### src/rtl/telemetry_rx.sv
// Telemetry packet receiver: hunts for the AA 55 preamble, captures three 12-bit values, pulses pkt_vld/pkt_err.
// Optional TELEM_RX_CHKNIB_EN: abort a packet whose hi byte carries a nonzero upper nibble.
module telemetry_rx #(
  parameter int GAP_CYC = 2500000,
  parameter int GAP_W   = 22
) (
  input  logic        clk,
  input  logic        rst,
  input  logic [7:0]  rx_data,
  input  logic        rx_rdy,
  output logic [11:0] batt_v,
  output logic [11:0] avg_curr,
  output logic [11:0] avg_torque,
  output logic        pkt_vld,
  output logic        pkt_err,
  output logic [7:0]  pkt_cnt
);

  typedef enum logic [2:0] {SYNC1, SYNC2, BV_H, BV_L, CU_H, CU_L, TQ_H, TQ_L} state_t;

  localparam logic [GAP_W-1:0] GAP_LAST = GAP_W'(GAP_CYC - 1);

  state_t           state;
  logic [GAP_W-1:0] gap_cnt;
  logic [3:0]       bv_h, cu_h, tq_h;
  logic [7:0]       bv_l, cu_l;
  logic             nib_bad;

  function automatic logic [GAP_W-1:0] gap_sat_inc(input logic [GAP_W-1:0] c);
    return (&c) ? c : c + 1'b1;
  endfunction

`ifdef TELEM_RX_CHKNIB_EN
  assign nib_bad = |rx_data[7:4];
`else
  assign nib_bad = 1'b0;
`endif

  always_ff @(posedge clk) begin
    if (rst) begin
      state      <= SYNC1;
      gap_cnt    <= '0;
      bv_h       <= '0;
      cu_h       <= '0;
      tq_h       <= '0;
      bv_l       <= '0;
      cu_l       <= '0;
      batt_v     <= '0;
      avg_curr   <= '0;
      avg_torque <= '0;
      pkt_vld    <= 1'b0;
      pkt_err    <= 1'b0;
      pkt_cnt    <= '0;
    end else begin
      pkt_vld <= 1'b0;
      pkt_err <= 1'b0;
      if (rx_rdy) begin
        // A byte always takes priority over a gap expiry in the same cycle.
        gap_cnt <= '0;
        case (state)
          SYNC1: if (rx_data == 8'hAA) state <= SYNC2;
          SYNC2: begin
            if (rx_data == 8'h55) begin
              state <= BV_H;
            end else if (rx_data != 8'hAA) begin
              state   <= SYNC1;
              pkt_err <= 1'b1;
            end
          end
          BV_H: begin
            if (nib_bad) begin
              state   <= SYNC1;
              pkt_err <= 1'b1;
            end else begin
              bv_h  <= rx_data[3:0];
              state <= BV_L;
            end
          end
          BV_L: begin
            bv_l  <= rx_data;
            state <= CU_H;
          end
          CU_H: begin
            if (nib_bad) begin
              state   <= SYNC1;
              pkt_err <= 1'b1;
            end else begin
              cu_h  <= rx_data[3:0];
              state <= CU_L;
            end
          end
          CU_L: begin
            cu_l  <= rx_data;
            state <= TQ_H;
          end
          TQ_H: begin
            if (nib_bad) begin
              state   <= SYNC1;
              pkt_err <= 1'b1;
            end else begin
              tq_h  <= rx_data[3:0];
              state <= TQ_L;
            end
          end
          TQ_L: begin
            // Final byte goes straight into the output word so all three values update together.
            batt_v     <= {bv_h, bv_l};
            avg_curr   <= {cu_h, cu_l};
            avg_torque <= {tq_h, rx_data};
            pkt_vld    <= 1'b1;
            pkt_cnt    <= pkt_cnt + 8'd1;
            state      <= SYNC1;
          end
          default: state <= SYNC1;
        endcase
      end else if (state == SYNC1) begin
        gap_cnt <= '0;
      end else if (gap_cnt == GAP_LAST) begin
        state   <= SYNC1;
        pkt_err <= 1'b1;
        gap_cnt <= '0;
      end else begin
        gap_cnt <= gap_sat_inc(gap_cnt);
      end
    end
  end

endmodule

### config.mk
export PLATFORM = sky130hd
export DESIGN_NAME = telemetry_rx
export DESIGN_NICKNAME = d
export VERILOG_FILES = /design/src/rtl/telemetry_rx.sv
export SDC_FILE = /design/constraint.sdc
export NUM_CORES = 1
export LEC_CHECK = 0
export CAP_MARGIN = 20
export CORE_ASPECT_RATIO = 0.9
export CORE_MARGIN = 1
export CORE_UTILIZATION = 25
export CTS_CLUSTER_DIAMETER = 80
export DETAILED_ROUTE_END_ITERATION = 7
export PLACE_DENSITY_LB_ADDON = 0.12
export SETUP_SLACK_MARGIN = 0.02
export SYNTH_ARGS = -nofsm -noshare
export SYNTH_HDL_FRONTEND = slang
export SYNTH_SLANG_ARGS = --single-unit
### constraint.sdc
create_clock -name clk -period 5 [get_ports clk]
set_input_delay 0.5 -clock clk [delete_from_list [all_inputs] [get_ports clk]]
set_output_delay 0.5 -clock clk [all_outputs]
set_load 0.02 [all_outputs]
* Yosys cells after proc, flatten, opt, wreduce, memory -nomap -nowiden
Index checks and enable logic that the tools add are counted.
** Word-level totals
- Bits in registers :: 99
- Bits of input ports :: 11
- Word-level logic and storage cells :: 56
** Operators by class
- Reduce and logical (&&, ||, !) cells :: 12
- Equal/unequal tests :: 14
- $add $sub $neg :: 2
- Bitwise operators :: 1
- Mux-type cells :: 14
** Operators by type and width (count)
- $pmux 3 s8 :: 1
- $add 22x1->22 const B :: 1
- $eq 22x22->1 const B :: 1
- $reduce_and 22->1 :: 1
- $mux 3 :: 6
- $eq 3x3->1 const B :: 4
- $reduce_and 2->1 :: 6
- $add 8x1->8 const B :: 1
- $eq 8x7->1 const B :: 1
- $eq 8x8->1 const B :: 1
- $ne 8x8->1 const B :: 1
- $mux 1 :: 7
- $eq 3x2->1 const B :: 2
- $ne 2x2->1 const B :: 2
- $ne 4x4->1 const B :: 1
- $reduce_and 4->1 :: 1
- $reduce_or 4->1 :: 1
- $eq 3x1->1 const B :: 1
- $logic_not 3->1 :: 1
- $reduce_bool 2->1 :: 1
- $reduce_or 2->1 :: 1
- $not 1->1 :: 1

* Longest topological paths before layout
Gate-level depths: netlist of the first run.
- Depth after elaboration :: 5
- Mapped depth :: 7
- Depth with buffers taken out :: 6

* Least setup slack after synthesis of the first run
No wires, ideal clock.
- Path type :: reg-to-reg
- Start :: register gap_cnt[0]
- End :: register gap_cnt[1]
- Setup slack :: 3.079 ns
- Library setup time :: 0.118 ns
- Cell stages (with the launch flop) :: 8
- Data arrival time :: 1.803 ns
- Buffers on the path :: 1
- Required time :: 4.882 ns
- Period minus slack after synthesis :: 1.921 ns
- Cell sequence :: dfxtp_1 -> ha_1 -> nand4_2 -> nor4_4 -> and2_1 -> buf_4 -> mux2i_1 -> nor2_1
** Between the ends
- Word-level cells in the longest chain between the ends :: 2
- Elaborated cells on any way between the ends :: 4
** RTL lines
- from (decl) :: line 24 : logic [GAP_W-1:0] gap_cnt;
- from (signal assigned) :: line 123 : gap_cnt <= gap_sat_inc(gap_cnt);
- parallel branches: the longest is 2 deep, another holds $add 22x1->22
Parallel ways; which one is timed is not known.
A chain may end at the register's enable or synchronous reset.

* Final worst setup path of the first run
- Start :: register gap_cnt[0]
- End :: register gap_cnt[3]
Same word-level chain as after synthesis.

==> flow_results.org, run 1 <==
** Global routing
- GRT Total Usage :: 0.128
- The number of antenna violations at the first check in global routing was 0.
- Via count of the first global-routing pass :: 3132
- Congestion Overflow GR :: 0
- Global-route wire length before repair :: approximately 16 mm
- Entering global routing, the biggest net connects 79 pins.

** Drt
- Number of iterations in the first detailed-routing pass :: 4
- For this block, the routed nets add up to 9.74 mm of wire.
- In this run the remaining antenna-violating nets after routing total 0.
- The detailed router finished its first iteration with 160 violations.
- After detailed routing, the number of vias per cell comes to 4.48.
- The final route contains 3250 vias.
- In the final routed layout, each cell accounts on average for 13.4 um.
- Drc violations :: 0

** Clocking
- Total setup buffers inserted after CTS :: 0
- Clock tree from TritonCTS :: done
- Buffers inserted to repair hold after CTS numbered 0.
- Maximum clock path buffer count :: 2
- In this run the clock root is driven by a clkbuf_16.
- The clock drives 99 sinks.
- The number of gates resized after CTS was 0.
- Clock tree synthesis inserted a total of 9 buffers.
- H-Tree Level Count :: 3
- For the worst-skew pair, the clock arrives at the later sink with an insertion delay of 0.35 ns.
- Clock transition at the register clock pins on the worst setup and hold paths after CTS :: 0.07 ns

** Worst setup path
- The critical path is of the reg2reg type.
- Critical Path Sink Type :: register
- Register-to-register path setup slack :: 2.59 ns
- The slowest stage of the critical path is the or4_1 cell.
- Endpoint of the worst-slack reg-to-reg timing path :: gap_cnt[3]
- CP Data Required Time :: 5.24 ns
- CP startpoint kind :: register
- For this run, the slowest stage of the critical path takes 0.71 ns.
- Maximum fanout along the worst path :: 22
- STA puts the critical path data arrival time at 2.64 ns.
- Worst r2r path cells :: 6
- Reg2Reg Launch Point :: gap_cnt[0]
- Cell-by-cell trace of the critical path :: ha_1 -> and4_1 -> nand2_1 -> nor2_1 -> or4_1 -> o21ba_1

** Cells and area
- Fraction of final layout cells sized beyond drive strength 1 :: 0.0630
- For this run, the share of the core covered by cells in the final layout is 0.323.
- Diodes inserted :: 0
- Summing all non-filler instances in the final layout gives an area of 5010 um^2.
- Filler Cell Count :: 1660
- Compared with the post-synthesis result, the final layout area differs by 25.8%.
- Number of nets in the finished design :: 532

** Yosys
- In the synthesized netlist, the number of instances is approximately 470.
- Asr flop ratio synth :: 0
- Of the post-synthesis cell area, the dominant cell type holds 0.497.
- Synthesis inferred 99 register bits.
- Of all cell types, the one taking the most synthesized area is dfxtp_1.
- Yosys warning total :: 0
- Average instance area after synthesis :: 8.40 um^2
- EDFF count, synth :: 0
- By area the synthesized netlist is led by dfxtp_1 (50%), nand2_1 (11%), a21oi_1 (7.5%).
- Counting every net in the synthesized netlist gives 487.
- Summing every instance area after synthesis gives 3980 um^2.
- Yosys mapped the design onto 50 distinct sky130hd cell types.
- The share of the Yosys chip area taken by registers is 0.497.
- Top FF cell, synth :: dfxtp_1

** STA
- Part of the cycle the worst path needs :: 0.482
- Final critical-path required period :: about 2.4 ns
- RSZ-0062 raised after global routing :: no
- Setup clock skew after layout :: 0.00914 ns
- Derived from the worst setup path, the maximum achievable clock frequency is 415 MHz.
- Number of hold violations in the final report :: 0
- Count of pins over their slew limit :: 0
- Setup violations remaining at the end of the flow were counted as 0.
- Sum Neg Setup Slack :: 0 ns
- For the pin with the worst max-slew slack, the measured transition is 0.867 ns.
- Worst-case headroom to the max-slew limit :: 0.418

** Placement
- Port-buffer cells :: 56
- Once placement finished, the instance area stood at roughly 4700 um^2.
- Routability-driven placement finished with a final weighted congestion of 0.734.
- The wire-length estimate of the detail-placed layout is between 6 and 7 mm.

** Floorplanning
- Std-Cell Core Area :: about 15000 um^2
- Y dimension of the die :: roughly 120 um
- Effective utilization at floorplan :: 0.257
- The die is 135 um wide.
- Overall die area :: 16400 um^2
- Rows :: 43
- Pin placement for this block handled 57 I/O pins.

** Power
- Leak :: roughly 0.0017 uW
- Power Dens Cells :: 298 nW/um^2
- IR analysis of the VDD net gives a maximum drop of 0.156 mV.

** Worst hold path
- In this run the worst hold path is classified as reg2reg.
- Endpoint, Worst Hold :: cu_l[5]
- The worst hold path begins at cu_l[5].
- Number of cells on the worst hold path :: 2

** Run
- Across the run, the number of max-cap violations was 0.

** Outcome
- The run finished with clean final reports.
-- layout by cell type (no fill, tap or decap), types with 3 or more instances in the layout --
| master | Yosys | final |
|---|---|---|
| dfxtp_1 | 99 | 99 |
| buf_4 | 1 | 4 |
| nand4_1 | 8 | 8 |
| mux2i_1 | 15 | 15 |
| nor2_1 | 47 | 46 |
| clkinv_4 | 0 | 4 |
| nand2_1 | 117 | 117 |
| clkbuf_16 | 0 | 9 |
| xnor2_1 | 8 | 8 |
| nand3_1 | 10 | 10 |
| xor2_1 | 12 | 12 |
| a21oi_1 | 60 | 60 |
| clkdlybuf4s50_1 | 0 | 55 |
| nor2_2 | 2 | 3 |
| nor4b_1 | 3 | 3 |
| or3_1 | 3 | 3 |
| inv_1 | 6 | 6 |
| o21ai_0 | 4 | 4 |
| and3_1 | 3 | 3 |
| nor3_1 | 11 | 11 |
| nand4_2 | 4 | 4 |
| a31oi_1 | 3 | 3 |
-- registers in the layout (all words and copies together), names as in the netlist --
register and count:
gap_cnt 22, pkt_cnt 8, bv_l 8, avg_torque 12, cu_l 8, pkt_err 1
cu_h 4, batt_v 12, tq_h 4, state 3, pkt_vld 1, avg_curr 12
bv_h 4
-- report_power, final --
part           switching, uW  total (uW)  leakage (uW)  internal, uW
combinational           21.1        30.3      0.000716          9.20
clock                    307         676      0.000143           369
sequential            0.0295         788      0.000797           788
total                    328        1490       0.00166          1170
-- layer usage --
layer	vias to the layer above	wire, um	track usage
met1	1483	5060	0.182
met2	64	4120	0.183
met5	-	0	0
met4	0	117	0.0471
met3	10	441	0.0337
li1	1693	-	-
-- cell usage after synthesis (2+ instances only) --
cell      number
nand2_1      117
dfxtp_1       99
a21oi_1       60
nor2_1        47
clkbuf_1      20
mux2i_1       15
xor2_1        12
nor3_1        11
nand3_1       10
nand4_1        8
xnor2_1        8
inv_1          6
nand4_2        4
o21ai_0        4
a31oi_1        3
and3_1         3
buf_1          3
nor4b_1        3
or3_1          3
a211oi_1       2
and4_1         2
and4b_1        2
buf_2          2
ha_1           2
nor2_2         2
nor4bb_1       2
-- critical path, delay by kind of cell, from the launching register on --
kind                       cells  cell delay [ns]
AOI/OAI and AO/OA              1             0.24
adders and majority gates      1             0.29
DFF                            1             0.40
and+or+nand+nor                4             1.37
-- cell families (layout without fill, tap and decap cells) --
logic type	after synthesis	in the layout	share of synthesized area
simple gates	228	228	0.275
fa+ha+maj	2	2	0.00628
compound gates	78	78	0.108
xor+xnor	20	20	0.0440
flops	99	99	0.497
buf+inv	32	82	0.0317
mux	15	15	0.0377
-- stage by stage --
stage / power (uW) / setup slack (ns) / std cells / hold WS, ns
6_report: 1490 / 2.59 / 726 / 0.453
2_1_floorplan: 818 / 3.08 / 474 / 0.431
5_1_grt: 1560 / 2.34 / 726 / 0.473
3_5_place_dp: 837 / 2.29 / 710 / 0.447
3_3_place_gp: 837 / 2.34 / 710 / 0.444
4_1_cts: 1530 / 2.54 / 726 / 0.457
-- layout make-up --
cell class / count / area, um^2 / area share
Tap cell: 202 / 253 / 0.0504
Multi-Input combinational cell: 343 / 1880 / 0.375
Clock buffer: 12 / 256 / 0.0512
Inverter: 6 / 22.5 / 0.00449
Sequential cell: 99 / 1980 / 0.395
Clock inverter: 4 / 35.0 / 0.00699
Timing Repair Buffer: 60 / 586 / 0.117
-- how the worst max path moves through the flow --
stage	to	slack (ns)	start	cells after the start
finish	gap_cnt[3]	2.59	gap_cnt[0]	6
global route	gap_cnt[3]	2.34	gap_cnt[0]	6
CTS	gap_cnt[3]	2.54	gap_cnt[0]	6
detailed placement	pkt_cnt[4]	2.29	rx_rdy	7
global placement	pkt_cnt[7]	2.34	rx_rdy	7
floorplan	gap_cnt[1]	3.08	gap_cnt[0]	7
Note: power is estimated with default switching activity, not from simulation.
==> inputs of run 2 (changes only) <==
clock period = 2.3 ns   (was 5 ns; I/O delays follow)
==> run 2 against run 1 <==
Sequential cell count did not move. Cell count up 1.7%. Hold slack got worse by 0.059 ns. Cell area up 2.3%. Clock-buffer cell count down 3. Wire length grew 3.6%. Power increased by 120%. Critical path type unchanged. Critical endpoint is now gap_cnt[21]. Largest power group unchanged. Highest routed layer unchanged.
==> flow_results.org, run 2 (synthesis gave the netlist of run 1 again) <==
** Outcome
- Run status :: finished, final reports clean

** Clocking
- TritonCTS created 9 clock buffers.
- Clock tree from TritonCTS :: done
- Post-cts gate resize count :: 0
- Clock tree synthesis found a total of between 90 and 100 sinks.
- Worst-skew pair later-pin latency :: around 0.35 ns
- Maximum clock path buffer count :: 2
- Root cell of the clock tree :: clkbuf_16
- After clock tree synthesis, the setup repair step added 0 buffers.
- H-Tree Level Count :: 3
- Clock transition at the register clock pins on the worst setup and hold paths after CTS :: 0.07 ns
- For this design, the CTS-stage hold fixing added 0 buffers.

** STA
- Setup clock skew after layout :: 0.00714 ns
- Measured against its own limit, the worst slew margin works out to 0.464.
- Count of pins over their slew limit :: 0
- Setup repair after global routing left no endpoint under its margin.
- Slew at the pin closest to its max-slew limit :: 0.804 ns
- Dividing the final minimum period by the clock period gives 0.870.
- Setup violations remaining at the end of the flow were counted as 0.
- Fmax achieved :: 500 MHz
- After routing, the total negative slack on setup checks comes to 0 ns.
- In the post-route analysis, the smallest setup slack over all paths is ~0.30 ns.
- Final critical-path required period :: 2.00 ns
- The hold violation total from the final report is 0.

** Placement
- Prior to clock tree synthesis, the placed netlist has a worst setup slack of 0.329 ns.
- Half-perimeter wire length after detailed placement :: 6.91 mm
- The congestion estimate from routability-driven global placement came to between 0.7 and 0.8.
- Instance area after placement :: 4830 um^2
- Input and output buffers added on the ports amount to between 50 and 60.

** Global routing
- The first global-routing pass estimated roughly 17 mm of wire.
- For met1 alone, demand over resource in global routing was 0.188.
- For this run the aggregate overflow at the end of global routing stands at 0.
- The number of antenna violations at the first check in global routing was 0.
- Via count of the first global-routing pass :: 3191
- For this run, global-route usage on met2 was measured as 0.191.
- met2 is the most crowded layer.
- For met3 alone, demand over resource in global routing was 0.0412.
- GRT Total Usage :: 0.134
- Entering global routing, the biggest net connects just under 80 pins.

** Floorplanning
- Rows :: 43
- Overall die area :: roughly 16000 um^2
- Measured along the x axis, the die boundary spans 135 um.
- Pin placement for this block handled 57 I/O pins.
- The floorplan step defined a core boundary enclosing 15500 um^2.
- The initial utilization of the core area, before any placement, comes to 0.257.
- Y dimension of the die :: 122 um

** Drt
- Detailed Route Iter0 Violations :: about 110
- Once detail routing completed, the nets flagged for antenna violations numbered 0.
- Total via count after detailed routing :: 3324
- Detailed Route WL :: 10.1 mm
- In the routed layout, each cell is associated on average with a via count of between 4 and 5.
- Drc violations :: 0
- Routed len/inst :: 13.7 um
- Number of iterations in the first detailed-routing pass :: 4

** Power
- VDD sags by at most 0.358 mV.
- In this run the static leakage power is 0.00172 uW.
- The design draws about 3300 uW.
- For this design the ratio of total power to cell area is between 600 and 700 nW/um^2.

** Cells and area
- Most frequent standard cell in the layout excluding fill and tap cells :: nand2_1
- Diodes inserted :: 0
- Reg with most FFs :: gap_cnt
- Max FFs per register :: 22
- Compared with the post-synthesis result, the final layout area differs by 28.7%.
- Area of all placed cells without fillers :: 5130 um^2
- Highest-count cells in the layout ignoring fill and taps :: nand2_1 (117), dfxtp_1 (99), a21oi_1 (60)
- Fraction of final layout cells sized beyond drive strength 1 :: 0.0858
- Number of nets in the finished design :: 545

** Worst setup path
- In this run the worst path has a maximum fanout of 14.
- The number of buffers and inverters on the critical path is 1.
- The worst setup path is launched from a register.
- CP Data Required Time :: 2.57 ns
- In this design, the stage delay of the slowest critical-path cell is 0.44 ns.
- Path type of the worst setup path :: reg2reg
- The signal on the critical path passes through ha_1 -> and4_1 -> nand2_1 -> nor2_1 -> or4_1 -> buf_4 -> nor3_1.
- Data on the critical path arrives at its endpoint at 2.27 ns.
- Crit-path slowest cell :: or4_1
- Critical Path Sink Type :: register
- Cell type group with the largest total delay on the critical path :: simple AND/OR/NAND/NOR gates

** Run
- Max capacitance violation total :: 0

** Worst hold path
- The path class of the tightest hold or removal check is in2reg.
## run 2: metrics by stage
| stage | instances | hold WS (ns) | util |
|---|---|---|---|
| after floorplan | 474 | 0.366 | - |
| after global placement | 723 | 0.445 | 0.312 |
| after detailed placement | 723 | 0.448 | 0.312 |
| after CTS | 738 | 0.387 | 0.331 |
| after global routing | 738 | 0.423 | 0.331 |
| final | 738 | 0.393 | 0.331 |
## run 2: worst min-delay path, cell delays in order
cell	delay, ns
buf_2	0.12
or4_1	0.14
buf_4	0.16
nor2_1	0.05
## run 2: final cells by class
cell class                      count  area, um^2
Clock buffer                        9         225
Clock inverter                      6        72.6
Fill cell                        1647       10400
Inverter                            6        22.5
Multi-Input combinational cell    343        1880
Sequential cell                    99        1980
Tap cell                          202         253
Timing Repair Buffer               73         696
## run 2: report_power, final
group | switching, uW | internal, uW
clock network | 692 | 851
logic | 46.9 | 24.4
registers | 0.0686 | 1710
## run 2: worst paths after layout
kind	end	cells after the start	slack, ns	from
setup reg to reg	gap_cnt[21]	7	0.30	gap_cnt[0]
hold reg to reg	avg_torque[11]	2	0.45	tq_h[3]
hold / removal	gap_cnt[7]	4	0.39	rst
setup / recovery	gap_cnt[21]	7	0.30	gap_cnt[0]
## run 2: metal layers
| layer | vias up | share of wire | wire length (um) |
|---|---|---|---|
| li1 | 1714 | - | - |
| met1 | 1542 | 0.52 | 5240 |
| met2 | 59 | 0.42 | 4250 |
| met3 | 9 | 0.045 | 456 |
| met4 | 0 | 0.014 | 142 |
| met5 | - | 0 | 0 |
